--- src/rtl/multicycle_rv_ctrl.sv ---
// multicycle_rv_ctrl: multicycle RV32I control FSM with memory wait/timeout, illegal-instruction trap and retire counter
// Ports: clk, rst_n (async active-low); op/funct3/funct7 IR fields; zero/lt/ltu ALU flags;
//   mem_ready memory handshake; pc_we/ir_we/reg_we/mem_we/mem_re/adr_src strobes;
//   res_src/alu_src_a/alu_src_b/alu_op/imm_src datapath selects; trap/cause sticky trap; instret retired count.
module multicycle_rv_ctrl #(
  parameter int MAX_WAIT  = 16,
  parameter int INSTRET_W = 32,
  parameter bit EN_SHIFT  = 1'b1
) (
  input  logic                 clk,
  input  logic                 rst_n,
  input  logic [6:0]           op,
  input  logic [2:0]           funct3,
  input  logic [6:0]           funct7,
  input  logic                 zero,
  input  logic                 lt,
  input  logic                 ltu,
  input  logic                 mem_ready,
  output logic                 pc_we,
  output logic                 ir_we,
  output logic                 reg_we,
  output logic                 mem_we,
  output logic                 mem_re,
  output logic                 adr_src,
  output logic [1:0]           res_src,
  output logic [1:0]           alu_src_a,
  output logic [1:0]           alu_src_b,
  output logic [3:0]           alu_op,
  output logic [2:0]           imm_src,
  output logic                 trap,
  output logic                 cause,
  output logic [INSTRET_W-1:0] instret
);
  typedef enum logic [3:0] {
    S_FETCH, S_DECODE, S_EXEC_R, S_EXEC_I, S_ALU_WB, S_MEM_ADDR, S_MEM_RD, S_MEM_WB,
    S_MEM_WR, S_BRANCH, S_LINK, S_JAL_PC, S_JALR_PC, S_LUI, S_AUIPC, S_TRAP
  } state_e;
  state_e               state_q, state_d;
  logic [7:0]           wait_q, wait_d;
  logic                 cause_q, cause_d;
  logic [INSTRET_W-1:0] instret_q, instret_d;
  logic                 retire, mem_st, timeout, shift, r_ok, i_ok, taken, br_ok;
  logic [3:0]           r_op, i_op;
  function automatic logic [3:0] alu_dec(input logic [2:0] f3, input logic alt);
    case (f3)
      3'b000:  return alt ? 4'd1 : 4'd0;
      3'b001:  return 4'd7;
      3'b010:  return 4'd5;
      3'b011:  return 4'd6;
      3'b100:  return 4'd4;
      3'b101:  return alt ? 4'd9 : 4'd8;
      3'b110:  return 4'd3;
      default: return 4'd2;
    endcase
  endfunction
  assign shift   = funct3[1:0] == 2'b01;
  assign r_ok    = (funct7 == 7'h00 || (funct7 == 7'h20 && (funct3 == 3'b000 || funct3 == 3'b101)))
                   && (EN_SHIFT || !shift);
  assign i_ok    = (funct3 == 3'b001 ? funct7 == 7'h00 :
                    funct3 == 3'b101 ? (funct7 == 7'h00 || funct7 == 7'h20) : 1'b1)
                   && (EN_SHIFT || !shift);
  assign r_op    = alu_dec(funct3, funct7[5]);
  // immediate ALU ops only use funct7 to pick SRAI; ADDI never becomes SUB
  assign i_op    = alu_dec(funct3, funct3 == 3'b101 && funct7[5]);
  // funct3[0] inverts the base comparison (bne/bge/bgeu)
  assign taken   = (funct3[2:1] == 2'b00 ? zero : funct3[2:1] == 2'b10 ? lt : ltu) ^ funct3[0];
  assign br_ok   = funct3[2:1] != 2'b01;
  assign mem_st  = state_q == S_FETCH || state_q == S_MEM_RD || state_q == S_MEM_WR;
  assign timeout = mem_st && !mem_ready && wait_q == 8'(MAX_WAIT - 1);
  assign wait_d  = mem_st && !mem_ready ? wait_q + 8'd1 : 8'd0;
  // only memory states can time out, so a trap entered from one records cause 1
  assign cause_d = state_q != S_TRAP && state_d == S_TRAP ? timeout : cause_q;
  assign instret_d = instret_q + INSTRET_W'(retire);
  always_comb begin
    state_d = state_q;
    {pc_we, ir_we, reg_we, mem_we, mem_re, adr_src} = '0;
    res_src = 2'd0;
    alu_src_a = 2'd0;
    alu_src_b = 2'd0;
    alu_op = 4'd0;
    imm_src = 3'd0;
    retire = 1'b0;
    case (state_q)
      S_FETCH: begin
        mem_re = 1'b1;
        alu_src_b = 2'd2;
        res_src = 2'd2;
        ir_we = mem_ready;
        pc_we = mem_ready;
        state_d = mem_ready ? S_DECODE : timeout ? S_TRAP : S_FETCH;
      end
      S_DECODE: begin
        alu_src_a = 2'd1;
        alu_src_b = 2'd1;
        imm_src = 3'd2;
        case (op)
          7'b0110011:             state_d = r_ok ? S_EXEC_R : S_TRAP;
          7'b0010011:             state_d = i_ok ? S_EXEC_I : S_TRAP;
          7'b0000011, 7'b0100011: state_d = S_MEM_ADDR;
          7'b1100011:             state_d = S_BRANCH;
          7'b1101111, 7'b1100111: state_d = S_LINK;
          7'b0110111:             state_d = S_LUI;
          7'b0010111:             state_d = S_AUIPC;
          default:                state_d = S_TRAP;
        endcase
      end
      S_EXEC_R: begin
        alu_src_a = 2'd2;
        alu_op = r_op;
        state_d = S_ALU_WB;
      end
      S_EXEC_I: begin
        alu_src_a = 2'd2;
        alu_src_b = 2'd1;
        alu_op = i_op;
        state_d = S_ALU_WB;
      end
      S_ALU_WB: begin
        reg_we = 1'b1;
        retire = 1'b1;
        state_d = S_FETCH;
      end
      S_MEM_ADDR: begin
        alu_src_a = 2'd2;
        alu_src_b = 2'd1;
        imm_src = op[5] ? 3'd1 : 3'd0;
        state_d = op[5] ? S_MEM_WR : S_MEM_RD;
      end
      S_MEM_RD: begin
        adr_src = 1'b1;
        mem_re = 1'b1;
        state_d = mem_ready ? S_MEM_WB : timeout ? S_TRAP : S_MEM_RD;
      end
      S_MEM_WB: begin
        res_src = 2'd1;
        reg_we = 1'b1;
        retire = 1'b1;
        state_d = S_FETCH;
      end
      S_MEM_WR: begin
        adr_src = 1'b1;
        mem_we = 1'b1;
        retire = mem_ready;
        state_d = mem_ready ? S_FETCH : timeout ? S_TRAP : S_MEM_WR;
      end
      S_BRANCH: begin
        alu_src_a = 2'd2;
        alu_op = 4'd1;
        pc_we = br_ok && taken;
        retire = br_ok;
        state_d = br_ok ? S_FETCH : S_TRAP;
      end
      S_LINK: begin
        alu_src_a = 2'd1;
        alu_src_b = 2'd2;
        res_src = 2'd2;
        reg_we = 1'b1;
        state_d = op[3] ? S_JAL_PC : S_JALR_PC;
      end
      S_JAL_PC: begin
        alu_src_a = 2'd1;
        alu_src_b = 2'd1;
        imm_src = 3'd3;
        res_src = 2'd2;
        pc_we = 1'b1;
        retire = 1'b1;
        state_d = S_FETCH;
      end
      S_JALR_PC: begin
        alu_src_a = 2'd2;
        alu_src_b = 2'd1;
        res_src = 2'd2;
        pc_we = 1'b1;
        retire = 1'b1;
        state_d = S_FETCH;
      end
      S_LUI: begin
        res_src = 2'd3;
        imm_src = 3'd4;
        reg_we = 1'b1;
        retire = 1'b1;
        state_d = S_FETCH;
      end
      S_AUIPC: begin
        alu_src_a = 2'd1;
        alu_src_b = 2'd1;
        imm_src = 3'd4;
        state_d = S_ALU_WB;
      end
      default: ;
    endcase
    if (!rst_n) {pc_we, ir_we, reg_we, mem_we, mem_re} = '0;
  end
  always_ff @(posedge clk or negedge rst_n) begin
    if (!rst_n) begin
      state_q <= S_FETCH;
      wait_q <= '0;
      cause_q <= 1'b0;
      instret_q <= '0;
    end else begin
      state_q <= state_d;
      wait_q <= wait_d;
      cause_q <= cause_d;
      instret_q <= instret_d;
    end
  end
  assign trap = state_q == S_TRAP;
  assign cause = cause_q;
  assign instret = instret_q;
endmodule
--- config.mk ---
export PLATFORM = sky130hd
export DESIGN_NAME = multicycle_rv_ctrl
export DESIGN_NICKNAME = d
export VERILOG_FILES = /design/src/rtl/multicycle_rv_ctrl.sv
export SDC_FILE = /design/constraint.sdc
export NUM_CORES = 1
export LEC_CHECK = 0
export CELL_PAD_IN_SITES_DETAIL_PLACEMENT = 0
export CELL_PAD_IN_SITES_GLOBAL_PLACEMENT = 2
export CORE_MARGIN = 4
export CORE_UTILIZATION = 25
export DETAILED_ROUTE_END_ITERATION = 10
export PLACE_DENSITY = 0.8
export SYNTH_ARGS = -nofsm -noshare
export SYNTH_HDL_FRONTEND = slang
export SYNTH_SLANG_ARGS = --single-unit
--- constraint.sdc ---
create_clock -name clk -period 2.88 [get_ports clk]
set_input_delay 0.864 -clock clk [delete_from_list [all_inputs] [get_ports clk]]
set_output_delay 0.864 -clock clk [all_outputs]
set_load 0.05 [all_outputs]
* Word level (Yosys, flattened, before mapping) *
Index checks and enable logic that the tools add are counted.

storage, ports and cells
  input port bits = 23
  logic and storage cells = 115
  register bits = 45
  output and inout bits = 53

cells by class
  bitwise logic cells = 1
  mux-type cells = 42
  reduce and logical (&&, ||, !) cells = 30
  equal/unequal tests = 36
  add/subtract/negate cells = 2

operator list
  kind                                                  number
  one-hot mux 4 bit (7 select lines)                    3
  equality test 4 bit (second input constant)           9
  2-to-1 mux 4 bit                                      9
  one-hot mux 4 bit (9 select lines)                    1
  adder 32 x 1 -> 32 bit                                1
  equality test 7 x 6 -> 1 bit (second input constant)  4
  equality test 7 bit (second input constant)           3
  2-to-1 mux 1 bit                                      19
  equality test 4 x 3 -> 1 bit (second input constant)  4
  equality test 7 x 5 -> 1 bit (second input constant)  2
  OR reduction 2 bit                                    7
  one-hot mux 3 bit (4 select lines)                    1
  one-hot mux 4 bit (3 select lines)                    1
  OR reduction 4 bit                                    3
  OR reduction 5 bit                                    2
  equality test 3 bit (second input constant)           3
  adder 8 x 1 -> 8 bit (second input constant)          1
  equality test 4 x 2 -> 1 bit (second input constant)  2
  equality test 8 x 4 -> 1 bit (second input constant)  1
  2-to-1 mux 8 bit                                      1
  one-hot mux 2 bit (2 select lines)                    2
  equality test 7 x 2 -> 1 bit (second input constant)  1
  zero test 7 bit                                       1
  equality test 3 x 2 -> 1 bit (second input constant)  2
  17 further kinds                                      28

* Depth between registers and ports, before layout *
Gate-level depths: netlist (run 1).

  depth in word-level cells = 10
  depth in mapped cells = 12
  depth with buffers taken out = 10

* Worst setup path before layout (run 1) *
Ideal clock, no wire load.

  path kind = register to output
  from = reg state_q[2]
  to = out alu_src_a[1]
  data arrival time = 2.296 ns
  cell stages (with the launch flop) = 6
  buffers on the path = 2
  required time = 2.016 ns
  path slack = -0.280 ns
  cells stage by stage = dfrtp_1 buf_2 buf_1 nand2_1 o21a_1 o21ai_0

on the way
  word-level cells in the longest chain between the ends = 3
  elaborated cells between the ends (all ways) = 12
  those cells by class = eq/ne (9); mux (1); reduce/logical (2)

RTL lines
  what                                                                              RTL line  text
  start: declaration                                                                38        state_e state_q, state_d;
  start signal: assignment                                                          201       state_q <= state_d;
  equality test 4 bit, or another cell as far along                                 83        case (state_q)
  OR reduction 5 bit (no source line) / OR reduction 4 bit (equally long branches)  -
  one-hot mux 2 bit (2 select lines) (*)                                            83
  end: declaration                                                                  26        output logic [1:0] alu_src_a,

Every way passes the cells marked *; elsewhere a longest branch is shown, timed or not.

* Worst setup path in the final report (run 1) *
  from = in funct3[1]
  to = out pc_we

on the way
  word-level cells in the longest chain between the ends = 7
  elaborated cells between the ends (all ways) = 9
  those cells by class = eq/ne (2); mux (4); bitwise (1); reduce/logical (2)

RTL lines
  what                                    RTL line  text
  start: declaration                      13        input logic [2:0] funct3,
  equality test 2 bit                     66        assign taken = (funct3[2:1] == 2'b00 ? zero : funct3[2:1] == 2'b10 ? lt : ltu) ^ funct3[0];
  2-to-1 mux 1 bit (2 in series)          66
  bitwise XOR 1 bit                       66
  logical AND 1 bit (*)                   149       pc_we = br_ok && taken;
  one-hot mux 1 bit (3 select lines) (*)  83
  2-to-1 mux 1 bit (*)                    192       if (!rst_n) {pc_we, ir_we, reg_we, mem_we, mem_re} = '0;
  end: declaration                        19        output logic pc_we,

Marked as above.

==> flow_metrics.env, run 1 <==
export IMPL_io_pin_count=76
export IMPL_powerDensity_nw_per_um2=768
export IMPL_top_usage_layer="met2"
export IMPL_synth_top_area_share_pct=41.3
export IMPL_synth_cells=304
export IMPL_antenna_left=0
export IMPL_p_switching_mw=1.37
export IMPL_worstSetupEndpointType="output port"
export IMPL_synth_most_common_cell="dfrtp_1"
export IMPL_r2r_worst_path_cells=10
export IMPL_io_buffers=75
export IMPL_grt_pass1_vias=2472
export IMPL_nets=423
export IMPL_rsz0062_at_grt="true"
export IMPL_cp_max_fo=2
export IMPL_seqPwrFrac_pct=26.2
export IMPL_pre_cts_ws_ns=-0.526
export IMPL_grt_use_met1_pct=15.9
export IMPL_cts_tree="done"
export IMPL_ctsHoldBuffers=0
export IMPL_htreeDepth=2
export IMPL_grt_pass1_wl_um=12100
export IMPL_yosys_warnings=0
export IMPL_leakagePower_nw=1.72
export IMPL_finalSetupViolations=0
export IMPL_synth_top_family_by_area="simple AND/OR/NAND/NOR gates"
export IMPL_first_iter_violations=121
export IMPL_worst_slack_ns=0.0215
export IMPL_drv_cap=0
export IMPL_cts_root_buf="clkbuf_8"
export IMPL_clk_latency_ns=0.29
export IMPL_outcome="finished clean"
export IMPL_synth_xor_area_share_pct=14.1
export IMPL_clock_path_buffers=2
export IMPL_async_flop_share_pct=100
export IMPL_pwr_share_clk_pct=15.7
export IMPL_synthMuxAreaShare_pct=1.10
export IMPL_fin_skew_ns=0.00564
export IMPL_peakVddDrop_mv=0.735
export IMPL_intPower_mw=1.77
export IMPL_drive_above_1_share_pct=19.1
export IMPL_drt_pass1_iterations=4
export IMPL_dieArea_sq_um=12600
export IMPL_via_per_inst=4.58
export IMPL_grtUsageTotal_pct=11.4
export IMPL_diodes=0
export IMPL_criticalPathCategory="primary input to output port"
export IMPL_ys_flop_type="dfrtp_1"
export IMPL_yosys_area_top_type="dfrtp_1"
export IMPL_wirelength_um=7090
export IMPL_drc=0
export IMPL_via_count=2444
export IMPL_max_freq_mhz=350
export IMPL_hold_class="register to register"
export IMPL_postLayoutCoreUtil_pct=39.1
export IMPL_worst_pin_slew_ns=0.511
export IMPL_synth_area_sq_um=2730
export IMPL_yosysUniqueCellTypes=53
export IMPL_initial_core_util_pct=26.0
export IMPL_synth_fa_ha_area_share_pct=1.38
export IMPL_hold_violations=0
export IMPL_cts_buffers=5
export IMPL_gp_congestion=0.798
export IMPL_synth_area_leaders="dfrtp_1 (41%), xnor2_1 (11%), nand2_1 (4.7%), nor2_1 (4.7%), nand3_1 (3.7%)"
export IMPL_relSlewSlack_pct=65.8
export IMPL_yosysSeqAreaShare_pct=41.3
export IMPL_area_delta_synth_final_pct=50.0
export IMPL_switching_share_pct=43.6
export IMPL_fp_dieH_um=112
export IMPL_slew_violations=0
export IMPL_grt_overflow_total=0
export IMPL_start_kind="primary input"
export IMPL_pwr_share_comb_pct=58.0
export IMPL_whs_path_depth=1
export IMPL_use_met2_pct=18.1
export IMPL_dp_hpwl_um=5680
export IMPL_coreArea_sq_um=10500
export IMPL_clkTransAtPathRegs_ns=0.08
export IMPL_synth_nets=330
export IMPL_arrival_ns=1.99
export IMPL_period_share_pct=99.3
export IMPL_gr_usage_met3_pct=2.91
export IMPL_avgSynthCellArea_sq_um=8.96
export IMPL_grt_max_degree=30
export IMPL_clock_sinks=45
export IMPL_ys_ff_latch=45
export IMPL_antenna_found_initial=0
export IMPL_post_route_min_period_ns=2.86
export IMPL_netlist_top_cells_count="dfrtp_1 (45), nand2_1 (34), nor2_1 (34), xnor2_1 (33), nand3_1 (20)"
export IMPL_synth_edf_count=0
export IMPL_synth_simple_gate_area_share_pct=28.5
export IMPL_synth_compound_area_share_pct=10.4
export IMPL_cp_required_ns=2.02
export IMPL_die_x_um=112
export IMPL_fp_row_count=37
export IMPL_avgRoutedWirePerCell_um=13.3
[state kept, by name (all words and copies together), names as in the netlist]
name and count:
wait_q 8, cause 1, state_q 4, instret 32
[power groups by stage]
stage | Combinational [mW] | Clock (mW) | Sequential [mW]
after floorplan | 0.986 | 0 | 0.903
after global placement | 1.81 | 0 | 0.834
after detailed placement | 1.82 | 0 | 0.834
after CTS | 1.83 | 0.513 | 0.821
after global routing | 1.95 | 0.538 | 0.841
final | 1.82 | 0.494 | 0.824
[routing by layer]
layer,wire [um],part of all wire (%)
met5,0,0
met4,44,0.62
met3,476,6.7
met2,3200,45
met1,3370,47
[logic make-up (layout without fill, tap and decap cells)]
group | count (synthesis) | after routing
XOR/XNOR | 44 | 44
AO/OA/AOI/OAI | 40 | 40
multiplexers | 3 | 3
AND/OR/NAND/NOR | 150 | 150
buffers and inverters | 19 | 113
flip-flops | 45 | 45
adder cells (fa/ha/maj) | 3 | 3
[stage by stage]
stage               instances  hold WS, ns   TNS, ns  power [mW]  cell area [sq um]
detailed placement        525        0.446    -10.25        2.65               3950
CTS                       534        0.458         0        3.16               4060
global route              534        0.503  -0.00905        3.33               4090
finish                    534        0.458         0        3.14               4090
global placement          525        0.443    -10.56        2.64               3950
floorplan                 304        0.425         0        1.89               2750
[cells in the final DEF (no fill, tap or decap), types with 8 or more instances in the layout]
master	count
buf_4	25
and3_1	9
nor3_1	9
dfrtp_1	44
xnor2_1	32
o21ai_0	8
nand3_1	20
and2_1	8
xor2_1	11
clkdlybuf4s50_1	47
nor2_1	34
nand2_1	34
buf_12	18
[what timing repair did]
action,CTS,global route
setup endpoints to repair,21,6
pin swaps,5,0
gates resized for setup,28,7
buffers inserted,1,0
[worst paths after layout]
| kind | startpoint | slack (ns) | to |
|---|---|---|---|
| max | funct3[1] | 0.02 | pc_we |
| min | wait_q[0] | 0.46 | wait_q[0] |
| max reg2reg | state_q[2] | 0.38 | instret[12] |
| min reg2reg | wait_q[0] | 0.46 | wait_q[0] |
| max in group asynchronous | rst_n | 1.92 | state_q[3] |
| min in group asynchronous | rst_n | 0.61 | instret[2] |
[final cells by class]
cell class,count,area [sq um]
Clock buffer,6,82.6
Clock inverter,2,37.5
Fill cell,1079,6370
Inverter,4,15.0
Multi-Input combinational cell,240,1550
Sequential cell,45,1130
Tap cell,136,170
Timing Repair Buffer,101,1110
[critical path, cell delays in order]
cell	delay, ns
buf_6	0.07
mux2i_2	0.20
xnor2_1	0.09
a211o_1	0.28
a41o_1	0.19
and2_4	0.16
buf_8	0.14
(Power assumes the default switching activity.)
==> run 2, diff against run 1 <==
CTS_CLUSTER_DIAMETER = 30   (was unset)
SLEW_MARGIN = 30   (was unset)
==> results of run 2 <==
The final DEF is identical to that of run 1; final timing and power are the same.
==> run 3, diff against run 2 <==
CTS_BUF_LIST = sky130_fd_sc_hd__clkbuf_16   (was unset)
GPL_ROUTABILITY_DRIVEN = 1   (was unset)
==> run 3 against run 2 <==
Effect of this change:
- maximum frequency is essentially flat
- hold slack lost 0.0034 ns
- routed wire length is essentially flat
==> flow_metrics.env, run 3 (synthesis results as in run 1) <==
export IMPL_outcome="finished clean"
export IMPL_postLayoutCoreUtil_pct=39.5
export IMPL_ctsHoldBuffers=0
export IMPL_cts_root_buf="clkbuf_16"
export IMPL_io_buffers=75
export IMPL_avgRoutedWirePerCell_um=13.3
export IMPL_whs_ns=0.454
export IMPL_antenna_left=0
export IMPL_ff_latch_area_sq_um=1130
export IMPL_grtUsageTotal_pct=11.5
export IMPL_max_freq_mhz=350
export IMPL_dp_cells=525
export IMPL_drc=0
export IMPL_drt_pass1_iterations=4
export IMPL_htreeDepth=2
export IMPL_multiInputGateArea_sq_um=1550
export IMPL_diodes=0
export IMPL_hold_class="register to register"
export IMPL_area_delta_synth_final_pct=51.8
export IMPL_io_pin_count=76
export IMPL_fin_cells=534
export IMPL_grt_pass1_vias=2489
export IMPL_start_kind="primary input"
export IMPL_via_per_inst=4.59
export IMPL_nets=423
export IMPL_antenna_found_initial=0
export IMPL_peakVddDrop_mv=0.748
export IMPL_clock_path_buffers=2
export IMPL_criticalPathCategory="primary input to output port"
export IMPL_period_share_pct=99.3
export IMPL_rrSetupSlack_ns=0.49
export IMPL_drv_cap=0
export IMPL_worstSetupEndpointType="output port"
export IMPL_hold_violations=0
export IMPL_fin_skew_ns=0.00367
export IMPL_die_x_um=112
export IMPL_leakagePower_nw=1.74
export IMPL_clk_latency_ns=0.28
export IMPL_gp_congestion=0.798
export IMPL_fp_dieH_um=112
export IMPL_clock_sinks=45
export IMPL_first_iter_violations=142
export IMPL_dieArea_sq_um=12600
export IMPL_dp_hpwl_um=5680
export IMPL_via_count=2449
export IMPL_cp_max_fo=2
export IMPL_post_route_min_period_ns=2.86
export IMPL_relSlewSlack_pct=65.8
export IMPL_wirelength_um=7100
export IMPL_cts_buffers=5
export IMPL_grt_pass1_wl_um=12200
export IMPL_slew_violations=0
export IMPL_rsz0062_at_grt="true"
export IMPL_finalSetupViolations=0
export IMPL_grt_max_degree=30
export IMPL_coreArea_sq_um=10500
export IMPL_powerDensity_nw_per_um2=794
export IMPL_initial_core_util_pct=26.0
export IMPL_fp_row_count=37
export IMPL_grt_overflow_total=0
export IMPL_arrival_ns=2.00
export IMPL_drive_above_1_share_pct=19.1
export IMPL_clkTransAtPathRegs_ns=0.06
export IMPL_fill_cells=1078
export IMPL_worst_pin_slew_ns=0.511
export IMPL_cp_required_ns=2.02
export IMPL_cts_tree="done"
export IMPL_final_common_cell="clkdlybuf4s50_1"
export IMPL_largest_reg_flops=32
export IMPL_final_cell_mix="clkdlybuf4s50_1 (47), dfrtp_1 (44), nor2_1 (34), nand2_1 (34), xnor2_1 (32)"
## run 3: per-stage QoR
stage | instance area, sq um | setup slack (ns) | setup TNS, ns | total power, mW
finish | 4140 | 0.0208 | 0 | 3.28
global route | 4140 | -0.00905 | -0.00905 | 3.48
CTS | 4110 | 0.0189 | 0 | 3.31
detailed placement | 3950 | -0.526 | -10.25 | 2.65
global placement | 3950 | -0.539 | -10.56 | 2.64
floorplan | 2750 | 0.0103 | 0 | 1.89
## run 3: cell type report
cell class | instances | share of cell area [%]
inverters | 4 | 0.363
flip-flops and latches | 45 | 27.2
well taps | 136 | 4.11
repair buffers | 101 | 26.7
clock buffers | 5 | 3.02
clock inverters | 3 | 0.998
multi-input cells | 240 | 37.5
## run 3: final timing paths
kind / endpoint / cells past startpoint / startpoint
worst min register to register: wait_q[0] / 1 / wait_q[0]
min in group asynchronous: instret[2] / 2 / rst_n
worst min-delay path: wait_q[0] / 1 / wait_q[0]
worst max-delay path: pc_we / 7 / funct3[1]
max in group asynchronous: state_q[3] / 2 / rst_n
worst max register to register: instret[22] / 10 / state_q[2]
## run 3: power by group
part | internal, mW | switching, mW | total, mW
logic | 0.784 | 1.04 | 1.82
registers | 0.705 | 0.120 | 0.825
clock network | 0.406 | 0.228 | 0.634
total | 1.89 | 1.39 | 3.28
## run 3: routing by layer
metal	vias to the layer above	GRT usage, %	routed length, um
li1	1245	-	-
met1	1125	15.9	3340
met2	72	18.2	3220
met3	7	2.91	471
met4	0	2.40	66
met5	-	0	0
## run 3: worst max-delay path: stages
cell and delay [ns]:
buf_6 0.07, mux2i_2 0.20, xnor2_1 0.09, a211o_1 0.28, a41o_1 0.19, and2_4 0.16
buf_8 0.14
## run 3: repair_timing
action / CTS / global route
pin swaps: 5 / 0
setup endpoints to repair: 22 / 6
setup buffers: 1 / 0
resized for setup: 28 / 8
